### src/rtl/time_entry_loader_if.sv
// Keypad/start inputs and counter-load outputs of the microwave timer
// entry front end, bundled as one interface.
interface time_entry_loader_if;
  logic       key_valid;
  logic [3:0] key_code;
  logic       start;
  logic       busy;
  logic       loadn;
  logic [3:0] sec_ones;
  logic [3:0] sec_tens;
  logic [3:0] min_ones;
  logic [3:0] min_tens;
  logic [2:0] digit_count;
  logic       err;

  modport master (
    output key_valid,
    output key_code,
    output start,
    output busy,
    input  loadn,
    input  sec_ones,
    input  sec_tens,
    input  min_ones,
    input  min_tens,
    input  digit_count,
    input  err
  );

  modport slave (
    input  key_valid,
    input  key_code,
    input  start,
    input  busy,
    output loadn,
    output sec_ones,
    output sec_tens,
    output min_ones,
    output min_tens,
    output digit_count,
    output err
  );
endinterface

### src/rtl/time_entry_loader.sv
// Debounced keypad entry into an MM:SS buffer, validated and
// parallel-loaded into the countdown counters on start.
module time_entry_loader #(
  parameter int DEBOUNCE_CYCLES = 4,
  parameter int CNT_W           = 16
) (
  input  logic               clock,
  input  logic               clr,
  time_entry_loader_if.slave bus
);

  typedef enum logic [1:0] {
    IDLE,
    DEBOUNCE,
    WAIT_RELEASE,
    LOAD
  } state_t;

  localparam logic [CNT_W-1:0] DB_LIM = CNT_W'(DEBOUNCE_CYCLES);
  localparam logic [CNT_W-1:0] CNT_1  = CNT_W'(1);
  localparam logic [3:0]       KEY_CL = 4'd10;
  localparam logic [3:0]       MAX_ST = 4'd5;
  localparam logic [2:0]       MAX_DC = 3'd4;

  state_t           state;
  state_t           state_n;
  logic [CNT_W-1:0] cnt;
  logic [CNT_W-1:0] cnt_n;
  logic             start_d;
  logic             start_rise;

  logic [3:0] s1, s1_n;
  logic [3:0] s10, s10_n;
  logic [3:0] m1, m1_n;
  logic [3:0] m10, m10_n;
  logic [2:0] dc, dc_n;
  logic       ld_n, ld_nn;
  logic       er, er_n;

  assign start_rise = bus.start & ~start_d;

  always_ff @(posedge clock or posedge clr) begin
    if (clr) begin
      state   <= IDLE;
      cnt     <= '0;
      start_d <= 1'b0;
      s1      <= '0;
      s10     <= '0;
      m1      <= '0;
      m10     <= '0;
      dc      <= '0;
      ld_n    <= 1'b1;
      er      <= 1'b0;
    end else begin
      state   <= state_n;
      cnt     <= cnt_n;
      start_d <= bus.start;
      s1      <= s1_n;
      s10     <= s10_n;
      m1      <= m1_n;
      m10     <= m10_n;
      dc      <= dc_n;
      ld_n    <= ld_nn;
      er      <= er_n;
    end
  end

  always_comb begin
    state_n = state;
    cnt_n   = cnt;
    s1_n    = s1;
    s10_n   = s10;
    m1_n    = m1;
    m10_n   = m10;
    dc_n    = dc;
    ld_nn   = 1'b1;
    er_n    = 1'b0;

    unique case (state)
      IDLE: begin
        cnt_n = '0;
        // a valid start outranks a key arriving in the same cycle
        if (start_rise && !bus.busy && dc != 3'd0) begin
          if (s10 <= MAX_ST) begin
            state_n = LOAD;
            ld_nn   = 1'b0;
          end else begin
            er_n = 1'b1;
          end
        end else if (bus.key_valid && !bus.busy) begin
          state_n = DEBOUNCE;
          cnt_n   = CNT_1;
        end
      end

      DEBOUNCE: begin
        if (!bus.key_valid || bus.busy) begin
          state_n = IDLE;
          cnt_n   = '0;
        end else if (cnt >= DB_LIM) begin
          state_n = WAIT_RELEASE;
          cnt_n   = '0;
          unique case (1'b1)
            (bus.key_code < KEY_CL): begin
              m10_n = m1;
              m1_n  = s10;
              s10_n = s1;
              s1_n  = bus.key_code;
              if (dc < MAX_DC) dc_n = dc + 3'd1;
            end
            (bus.key_code == KEY_CL): begin
              s1_n  = '0;
              s10_n = '0;
              m1_n  = '0;
              m10_n = '0;
              dc_n  = '0;
            end
            default: ;
          endcase
        end else begin
          cnt_n = cnt + CNT_1;
        end
      end

      WAIT_RELEASE: begin
        if (!bus.key_valid) state_n = IDLE;
      end

      LOAD: begin
        // counters sampled the buffer on the edge ending this cycle
        state_n = IDLE;
        s1_n    = '0;
        s10_n   = '0;
        m1_n    = '0;
        m10_n   = '0;
        dc_n    = '0;
      end

      default: state_n = IDLE;
    endcase
  end

  assign bus.loadn       = ld_n;
  assign bus.err         = er;
  assign bus.sec_ones    = s1;
  assign bus.sec_tens    = s10;
  assign bus.min_ones    = m1;
  assign bus.min_tens    = m10;
  assign bus.digit_count = dc;

endmodule
### src/flat_wrapper.sv
// flat-port wrapper written by rule: the top's interface ports become plain ports
module time_entry_loader_flat 
#(
  parameter int DEBOUNCE_CYCLES = 4,
  parameter int CNT_W           = 16
)
  (clock, clr, bus_key_valid, bus_key_code, bus_start, bus_busy, bus_loadn, bus_sec_ones, bus_sec_tens, bus_min_ones, bus_min_tens, bus_digit_count, bus_err);
  time_entry_loader_if bus_i ();
  input  logic clock;
  input  logic clr;
  input wire logic [$bits(bus_i.key_valid)-1:0] bus_key_valid;
  input wire logic [$bits(bus_i.key_code)-1:0] bus_key_code;
  input wire logic [$bits(bus_i.start)-1:0] bus_start;
  input wire logic [$bits(bus_i.busy)-1:0] bus_busy;
  output wire logic [$bits(bus_i.loadn)-1:0] bus_loadn;
  output wire logic [$bits(bus_i.sec_ones)-1:0] bus_sec_ones;
  output wire logic [$bits(bus_i.sec_tens)-1:0] bus_sec_tens;
  output wire logic [$bits(bus_i.min_ones)-1:0] bus_min_ones;
  output wire logic [$bits(bus_i.min_tens)-1:0] bus_min_tens;
  output wire logic [$bits(bus_i.digit_count)-1:0] bus_digit_count;
  output wire logic [$bits(bus_i.err)-1:0] bus_err;
  assign bus_i.key_valid = bus_key_valid;
  assign bus_i.key_code = bus_key_code;
  assign bus_i.start = bus_start;
  assign bus_i.busy = bus_busy;
  assign bus_loadn = bus_i.loadn;
  assign bus_sec_ones = bus_i.sec_ones;
  assign bus_sec_tens = bus_i.sec_tens;
  assign bus_min_ones = bus_i.min_ones;
  assign bus_min_tens = bus_i.min_tens;
  assign bus_digit_count = bus_i.digit_count;
  assign bus_err = bus_i.err;
  time_entry_loader #(.DEBOUNCE_CYCLES(DEBOUNCE_CYCLES), .CNT_W(CNT_W)) u_core (.clock(clock), .clr(clr), .bus(bus_i));
endmodule
### config.mk
export PLATFORM = sky130hd
export DESIGN_NAME = time_entry_loader_flat
export DESIGN_NICKNAME = d
export VERILOG_FILES = /design/src/rtl/time_entry_loader_if.sv /design/src/rtl/time_entry_loader.sv /design/src/flat_wrapper.sv
export SDC_FILE = /design/constraint.sdc
export NUM_CORES = 1
export LEC_CHECK = 0
export CAP_MARGIN = 20
export CORE_MARGIN = 5
export CORE_UTILIZATION = 57
export CTS_CLUSTER_SIZE = 28
export DETAILED_ROUTE_END_ITERATION = 12
export PLACE_DENSITY_LB_ADDON = 0.05
export SKIP_LAST_GASP = 1
export SLEW_MARGIN = 20
export SYNTH_ARGS = -nofsm -noshare
export SYNTH_HDL_FRONTEND = slang
export SYNTH_SLANG_ARGS = --single-unit
### constraint.sdc
create_clock -name clock -period 3.4 [get_ports clock]
set_input_delay 0.68 -clock clock [delete_from_list [all_inputs] [get_ports clock]]
set_output_delay 0.68 -clock clock [all_outputs]
set_load 0.01 [all_outputs]
==> summary.md, run 1 <==
| Metric | Value |
|---|---|
| Largest family of logic cells by synthesized area | `simple AND/OR/NAND/NOR gates` |
| Critical path peak fanout | `17` |
| Layout cell share with drive strength beyond 1 | `10.81%` |
| Worst Skew | `0.01146 ns` |
| Fraction of the mapped netlist area in compound gates | `7.209%` |
| Netlist cell types | `48` |
| Hold Path Class | `reg2reg` |
| First-pass GRT wire length | `6.727 mm` |
| Post-synth EDFFs | `0` |
| Die X | `69.43 um` |
| PortBufs | `29` |
| Largest net degree at the start of global routing | `41` |
| Post-Synthesis Cells | `188` |
| Worst setup EP type | `register` |
| Root Buffer | `clkbuf_4` |
| Area added between synthesis and finish | `19.39%` |
| Die ar. | `4821 um^2` |
| Final-report hold violation count | `0` |
| Most frequent cells in the layout | `dfrtp_1 (39), clkdlybuf4s50_1 (29), nand2_1 (22)` |
| Final period util | `62.81%` |
| F_max | `0.4683 GHz` |
| Ant diodes | `0` |
| Core area | `3390 um^2` |
| Most common cell after layout, fill and taps aside | `dfrtp_1` |
| Primary FF master, synth | `dfrtp_1` |
| Filler cell count | `256` |
| # IOs | `30` |
| Post-DRT Antenna Nets | `0` |
| Sequential share of the synthesized area | `49.78%` |
| CTS max path bufs | `2` |
| # setup viols final | `0` |
| Setup TNS | `0 ns` |
| CP Data Arrival Time | `2.38 ns` |
| Startpoint Class | `primary input` |
| Rel. slew slack | `52.40%` |
| Area leader, netlist | `dfrtp_1` |
| Max Cap Viol | `0` |
| Post-Synth Adder-Cell Area | `2.486%` |
| CTS tree | `built` |
| GPL Wtd Cong | `0.9069` |
| Slew @ Worst Pin | `0.7140 ns` |
| Final hold slack | `0.5295 ns` |
| VDD IR max | `0.4536 mV` |
| Synth Area in Simple Gates | `21.81%` |
| Initial DRC count | `74` |
| Clk Latency, worst-skew pair | `0.34 ns` |
| Die Span Y | `69.43 um` |
| Post-DP HPWL | `2.888 mm` |
| Power Density | `673.6 nW/um^2` |
| Crit path time final | `2.136 ns` |
| Std cell rows | `21` |
| Post-CTS sizing | `0` |
| Area contributors post-synth | `dfrtp_1 (48%), mux2i_1 (8.0%), nand2_1 (4.1%)` |
| First drt pass iteration count | `4` |
| XOR/XNOR Fraction of Synth Area | `2.175%` |
| Vias in the first global route | `1418` |
| Worst EP required | `3.65 ns` |
| Flops & latches, synth | `40` |
| Clk sinks | `40` |
| Mux contribution to synthesized area | `10.01%` |
| Total Wirelength | `3.903 mm` |
| Status | `complete, no violations` |
| Residual DRC | `0` |
| Mean post-synth cell area | `10.71 um^2` |
| Mean routed wirelength per cell | `14.56 um` |
| Critical path class | `in2reg` |
| Yosys warns | `0` |
| # Post-CTS Setup Buffers | `0` |
| Nets | `234` |
| Yosys top cell area share | `48.48%` |
| Grt ovf | `0` |
| Vias per cell | `5.418` |
| Total GRT Usage | `17.31%` |
| Worst-path clk slew | `0.12 ns` |
| CTS Buf Count | `5` |
| Post-Syn Area | `2013 um^2` |
| Initial Util | `59.39%` |
| RSZ-0062 raised after global routing | `no` |
| Routed vias | `1452` |
| Hold Buf Count CTS | `0` |
| Async SR Flop Fraction | `100.0%` |
| Synth Net Count | `201` |
| Max-slew violations | `0` |
| P_leak | `1.117 nW` |
| Initial antenna violation count | `0` |
| H-tree levels | `2` |
==> power breakdown <==
group | internal [W] | switching, W | total, W
combinational | 0.000331 | 0.000268 | 0.000599
clock | 0.000154 | 0.000151 | 0.000305
sequential | 0.000596 | 0.000119 | 0.000715
total | 0.00108 | 0.000537 | 0.00162
==> worst max-delay path, cell delays in order <==
cell,delay (ns)
clkdlybuf4s50_1,0.53
and2b_2,0.20
a31oi_1,0.15
nor3b_2,0.19
buf_4,0.31
mux2_4,0.33
==> final timing paths <==
check | startpoint | endpoint | slack [ns] | depth (start not counted)
min | u_core.bus.min_tens[1] | u_core.bus.min_tens[1] | 0.53 | 2
max reg2reg | u_core.bus.digit_count[0] | u_core.state[0] | 1.39 | 6
min reg2reg | u_core.bus.min_tens[1] | u_core.bus.min_tens[1] | 0.53 | 2
min in group asynchronous | clr | u_core.cnt[15] | 0.74 | 3
max in group asynchronous | clr | u_core.bus.loadn | 2.31 | 3
max | bus_key_valid | u_core.bus.sec_ones[0] | 1.26 | 6
==> through the flow <==
| stage | setup slack, ns | utilization [%] | cell area (um^2) | cells | total power (W) |
|---|---|---|---|---|---|
| 4_1_cts | 1.282 | 70.91 | 2404 | 268 | 0.001634 |
| 3_5_place_dp | 0.9163 | 68.66 | 2327 | 260 | 0.001328 |
| 3_3_place_gp | 0.9817 | 68.66 | 2327 | 260 | 0.001297 |
| 2_1_floorplan | 1.578 | - | 2013 | 188 | 0.001020 |
| 6_report | 1.264 | 70.91 | 2404 | 268 | 0.001619 |
| 5_1_grt | 1.202 | 70.91 | 2404 | 268 | 0.001724 |
==> Yosys cell counts, types with 2 or more instances <==
cell,number
xor2_1,2
nor3_1,4
nand2_1,22
and4b_1,2
nor2_1,12
nor4_4,2
ha_1,4
inv_1,20
nand3_1,7
buf_6,2
and3_1,3
o21ai_0,2
mux2_4,2
a31oi_1,4
nor2b_1,6
a21oi_1,5
xnor2_1,3
dfrtp_1,39
buf_2,2
mux2i_1,16
nand4_1,2
==> cell type report <==
cell class / instances / area (um^2) / area share [%]
flip-flops and latches: 40 / 1002 / 41.70
multi-input cells: 122 / 879.6 / 36.60
repair buffers: 32 / 312.8 / 13.01
inverters: 20 / 75.07 / 3.123
well taps: 46 / 57.56 / 2.395
clock buffers: 6 / 41.29 / 1.718
clock inverters: 2 / 35.03 / 1.458
==> kinds of logic (layout without fill, tap and decap cells) <==
group                      Yosys count  after routing
adders and majority gates            4              4
DFF                                 40             40
AOI/OAI and AO/OA                   21             21
muxes                               19             19
xor gates and xnor gates             5              5
buffers and inverters               26             60
and+or+nand+nor                     73             73
==> registers in the layout (all words and copies together) (netlist names) <==
signal,count
u_core.cnt,16
u_core.start_d,1
u_core.state,2
u_core.bus.sec_tens,4
u_core.bus.loadn,1
u_core.bus.min_ones,4
u_core.bus.err,1
u_core.bus.digit_count,3
u_core.bus.sec_ones,4
u_core.bus.min_tens,4
==> per-layer routing <==
| layer | vias up | GRT usage (%) | wire, um |
|---|---|---|---|
| li1 | 704 | - | - |
| met5 | - | 0 | 0 |
| met3 | 9 | 4.348 | 175 |
| met2 | 37 | 26.06 | 1833 |
| met4 | 0 | 7.375 | 66 |
| met1 | 702 | 23.69 | 1828 |
No activity file was read; power rests on OpenSTA's default activity.
==> run 2, diff against run 1 <==
- CORE_UTILIZATION: 57 -> 48
- clock period: 3.4 -> 1.9 ns (I/O delays scaled with it)
==> run 2 against run 1 <==
Against the previous run: wire length is 5.7% higher; global-route usage fell by 0.10 points; critical path depth is the same; cell area rose by 6.9%; largest cell class unchanged; largest power group unchanged; hold slack got worse by 0.093 ns; worst setup slack worse by 1.2 ns; flip-flop and latch count stayed put; clock skew shrank 0.0037 ns.
==> summary.md, run 2 (synthesized netlist as in run 1, its figures left out) <==
| Metric | Value |
|---|---|
| GPL Wtd Cong | `0.7992 (was 0.9069)` |
| VDD IR max | `0.6921 mV (was 0.4536 mV)` |
| Vias per cell | `5.310 (was 5.418)` |
| Worst Skew | `0.007765 ns (was 0.01146 ns)` |
| Rel. slew slack | `74.45% (was 52.40%)` |
| Cell count after placement | `277 (was 260)` |
| Hold Path Class | `in2async (was reg2reg)` |
| Initial Util | `49.97% (was 59.39%)` |
| Biggest register | `u_core.cnt (unchanged)` |
| Status | `complete, no violations (unchanged)` |
| Mean routed wirelength per cell | `14.37 um (was 14.56 um)` |
| PortBufs | `29 (unchanged)` |
| Clk sinks | `40 (unchanged)` |
| Initial antenna violation count | `0 (unchanged)` |
| CTS max path bufs | `2 (unchanged)` |
| CTS tree | `built (unchanged)` |
| Final Core Density | `63.79% (was 70.91%)` |
| Filler cell count | `351 (was 256)` |
| Area added between synthesis and finish | `27.66% (was 19.39%)` |
| Reg2Reg Setup Slack | `0.17 ns (was 1.39 ns)` |
| Final period util | `95.46%` |
| Largest net degree at the start of global routing | `41 (unchanged)` |
| Critical path peak fanout | `5 (was 17)` |
| Root Buffer | `clkbuf_8 (was clkbuf_4)` |
| Residual DRC | `0 (unchanged)` |
| Most frequent cells in the layout | `dfrtp_1 (39), clkdlybuf4s50_1 (29), nand2_1 (22) (unchanged)` |
| Total Wirelength | `4.124 mm (was 3.903 mm)` |
| Crit path time final | `1.814 ns` |
| Routed vias | `1524 (was 1452)` |
| P_leak | `1.214 nW (was 1.117 nW)` |
| H-tree levels | `2 (unchanged)` |
| Max-slew violations | `0 (unchanged)` |
| Slew @ Worst Pin | `0.3832 ns (was 0.7140 ns)` |
| Critical path class | `in2reg (unchanged)` |
| Post-CTS sizing | `0 (unchanged)` |
| Post-DP Area | `2455 um^2 (was 2327 um^2)` |
| Nets | `249 (was 234)` |
| Most Crowded Layer GR | `met2 (unchanged)` |
| Core area | `4029 um^2 (was 3390 um^2)` |
| M1 GR Usage | `22.21% (was 23.69%)` |
| Grt ovf | `0 (unchanged)` |
| Fin cells | `287 (was 268)` |
| Std cell rows | `23 (was 21)` |
| Max reg flops | `16 (unchanged)` |
| Crit path from | `bus_busy (was bus_key_valid)` |
| Startpoint Class | `primary input (unchanged)` |
| Vias in the first global route | `1538 (was 1418)` |
| CTS Buf Count | `5 (unchanged)` |
| Die ar. | `5589 um^2 (was 4821 um^2)` |
| Total GRT Usage | `17.20% (was 17.31%)` |
| Clk Latency, worst-skew pair | `0.29 ns (was 0.34 ns)` |
| Layout cell share with drive strength beyond 1 | `16.46% (was 10.81%)` |
| Max Cap Viol | `0 (unchanged)` |
| M2 GR Usage | `28.00% (was 26.06%)` |
| Most common cell after layout, fill and taps aside | `dfrtp_1 (unchanged)` |
| F_max | `0.5513 GHz` |
| Worst EP required | `2.07 ns (was 3.65 ns)` |
| Die X | `74.76 um (was 69.43 um)` |
| Worst reg2reg path depth | `5 (was 6)` |
| CP peak stage delay | `0.41 ns (was 0.53 ns)` |
| RR Startpoint | `u_core.cnt[10] (was u_core.bus.digit_count[0])` |
| CP Data Arrival Time | `1.99 ns (was 2.38 ns)` |
| Ant diodes | `0 (unchanged)` |
| Final design instance area without fill | `2570 um^2 (was 2404 um^2)` |
| CP max stage cell | `clkdlybuf4s50_1 (unchanged)` |
| Final-report hold violation count | `0 (unchanged)` |
| First-pass GRT wire length | `7.272 mm (was 6.727 mm)` |
| Worst-path clk slew | `0.07 ns (was 0.12 ns)` |
| Cells along the critical path | `clkdlybuf4s50_1, and2b_2, a31oi_1, nor3b_2, buf_4, mux2_4 (unchanged)` |
| Initial DRC count | `67 (was 74)` |
| Worst setup EP type | `register (unchanged)` |
| Power Density | `1172 nW/um^2 (was 673.6 nW/um^2)` |
| Post-DP HPWL | `3.105 mm (was 2.888 mm)` |
| Post-DRT Antenna Nets | `0 (unchanged)` |
| Met3 global-route usage | `3.872% (was 4.348%)` |
| Die Span Y | `74.76 um (was 69.43 um)` |
| First drt pass iteration count | `4 (unchanged)` |
| # IOs | `30 (unchanged)` |
| # setup viols final | `0 (unchanged)` |
==> run 2: cell types whose count changed in the layout (fill, tap and decap cells not counted) <==
cell / delta
clkbuf_4: -5
clkbuf_8: +7
buf_12: +2
bufinv_16: -1
clkinv_2: -1
buf_4: +13
==> run 2: layout make-up <==
| cell class | count | area (um^2) | share of cell area [%] |
|---|---|---|---|
| clock buffers | 8 | 100.1 | 3.895 |
| inverters | 20 | 75.07 | 2.921 |
| multi-input cells | 122 | 879.6 | 34.23 |
| flip-flops and latches | 40 | 1002 | 39.00 |
| well taps | 50 | 62.56 | 2.434 |
| repair buffers | 47 | 450.4 | 17.53 |
==> run 2: what timing repair did <==
| action | CTS | global route |
|---|---|---|
| buffers inserted | 0 | 2 |
| hold buffers | 0 | 0 |
| setup endpoints to repair | 0 | 13 |
==> run 2: metal layers <==
metal / vias to the layer above / share of wire [%]
met5: - / 0
met2: 35 / 49
li1: 740 / -
met1: 742 / 45
met4: 0 / 1.8
met3: 7 / 4.6
==> run 2: power by group <==
part,internal (W),total (W),switching [W]
sequential,0.00107,0.00125,0.000183
clock,0.000331,0.000605,0.000274
combinational,0.000645,0.00115,0.000510
==> run 2: final timing paths <==
kind                                           to
hold reg to reg            u_core.bus.min_tens[2]
min in group clock         u_core.bus.min_tens[2]
setup / recovery           u_core.bus.sec_ones[0]
max in group asynchronous        u_core.bus.loadn
hold / removal                     u_core.cnt[11]
setup reg to reg           u_core.bus.sec_ones[0]
==> run 2: metrics by stage <==
stage | TNS, ns | worst slack, ns | power (W) | hold slack [ns]
floorplan | 0 | 0.07806 | 0.001826 | 0.4114
global placement | -2.024 | -0.1368 | 0.002384 | 0.5055
detailed placement | -3.080 | -0.2177 | 0.002438 | 0.5271
CTS | 0 | 0.07166 | 0.003053 | 0.4395
global route | -0.04497 | -0.02363 | 0.003232 | 0.4661
finish | 0 | 0.08627 | 0.003012 | 0.4361
==> run 2: worst max-delay path: cells and delay by family <==
| kind | cells | cell delay, ns |
|---|---|---|
| AO/OA/AOI/OAI | 1 | 0.10 |
| AND/OR/NAND/NOR | 2 | 0.61 |
| multiplexers | 1 | 0.28 |
| buffers and inverters | 2 | 0.60 |
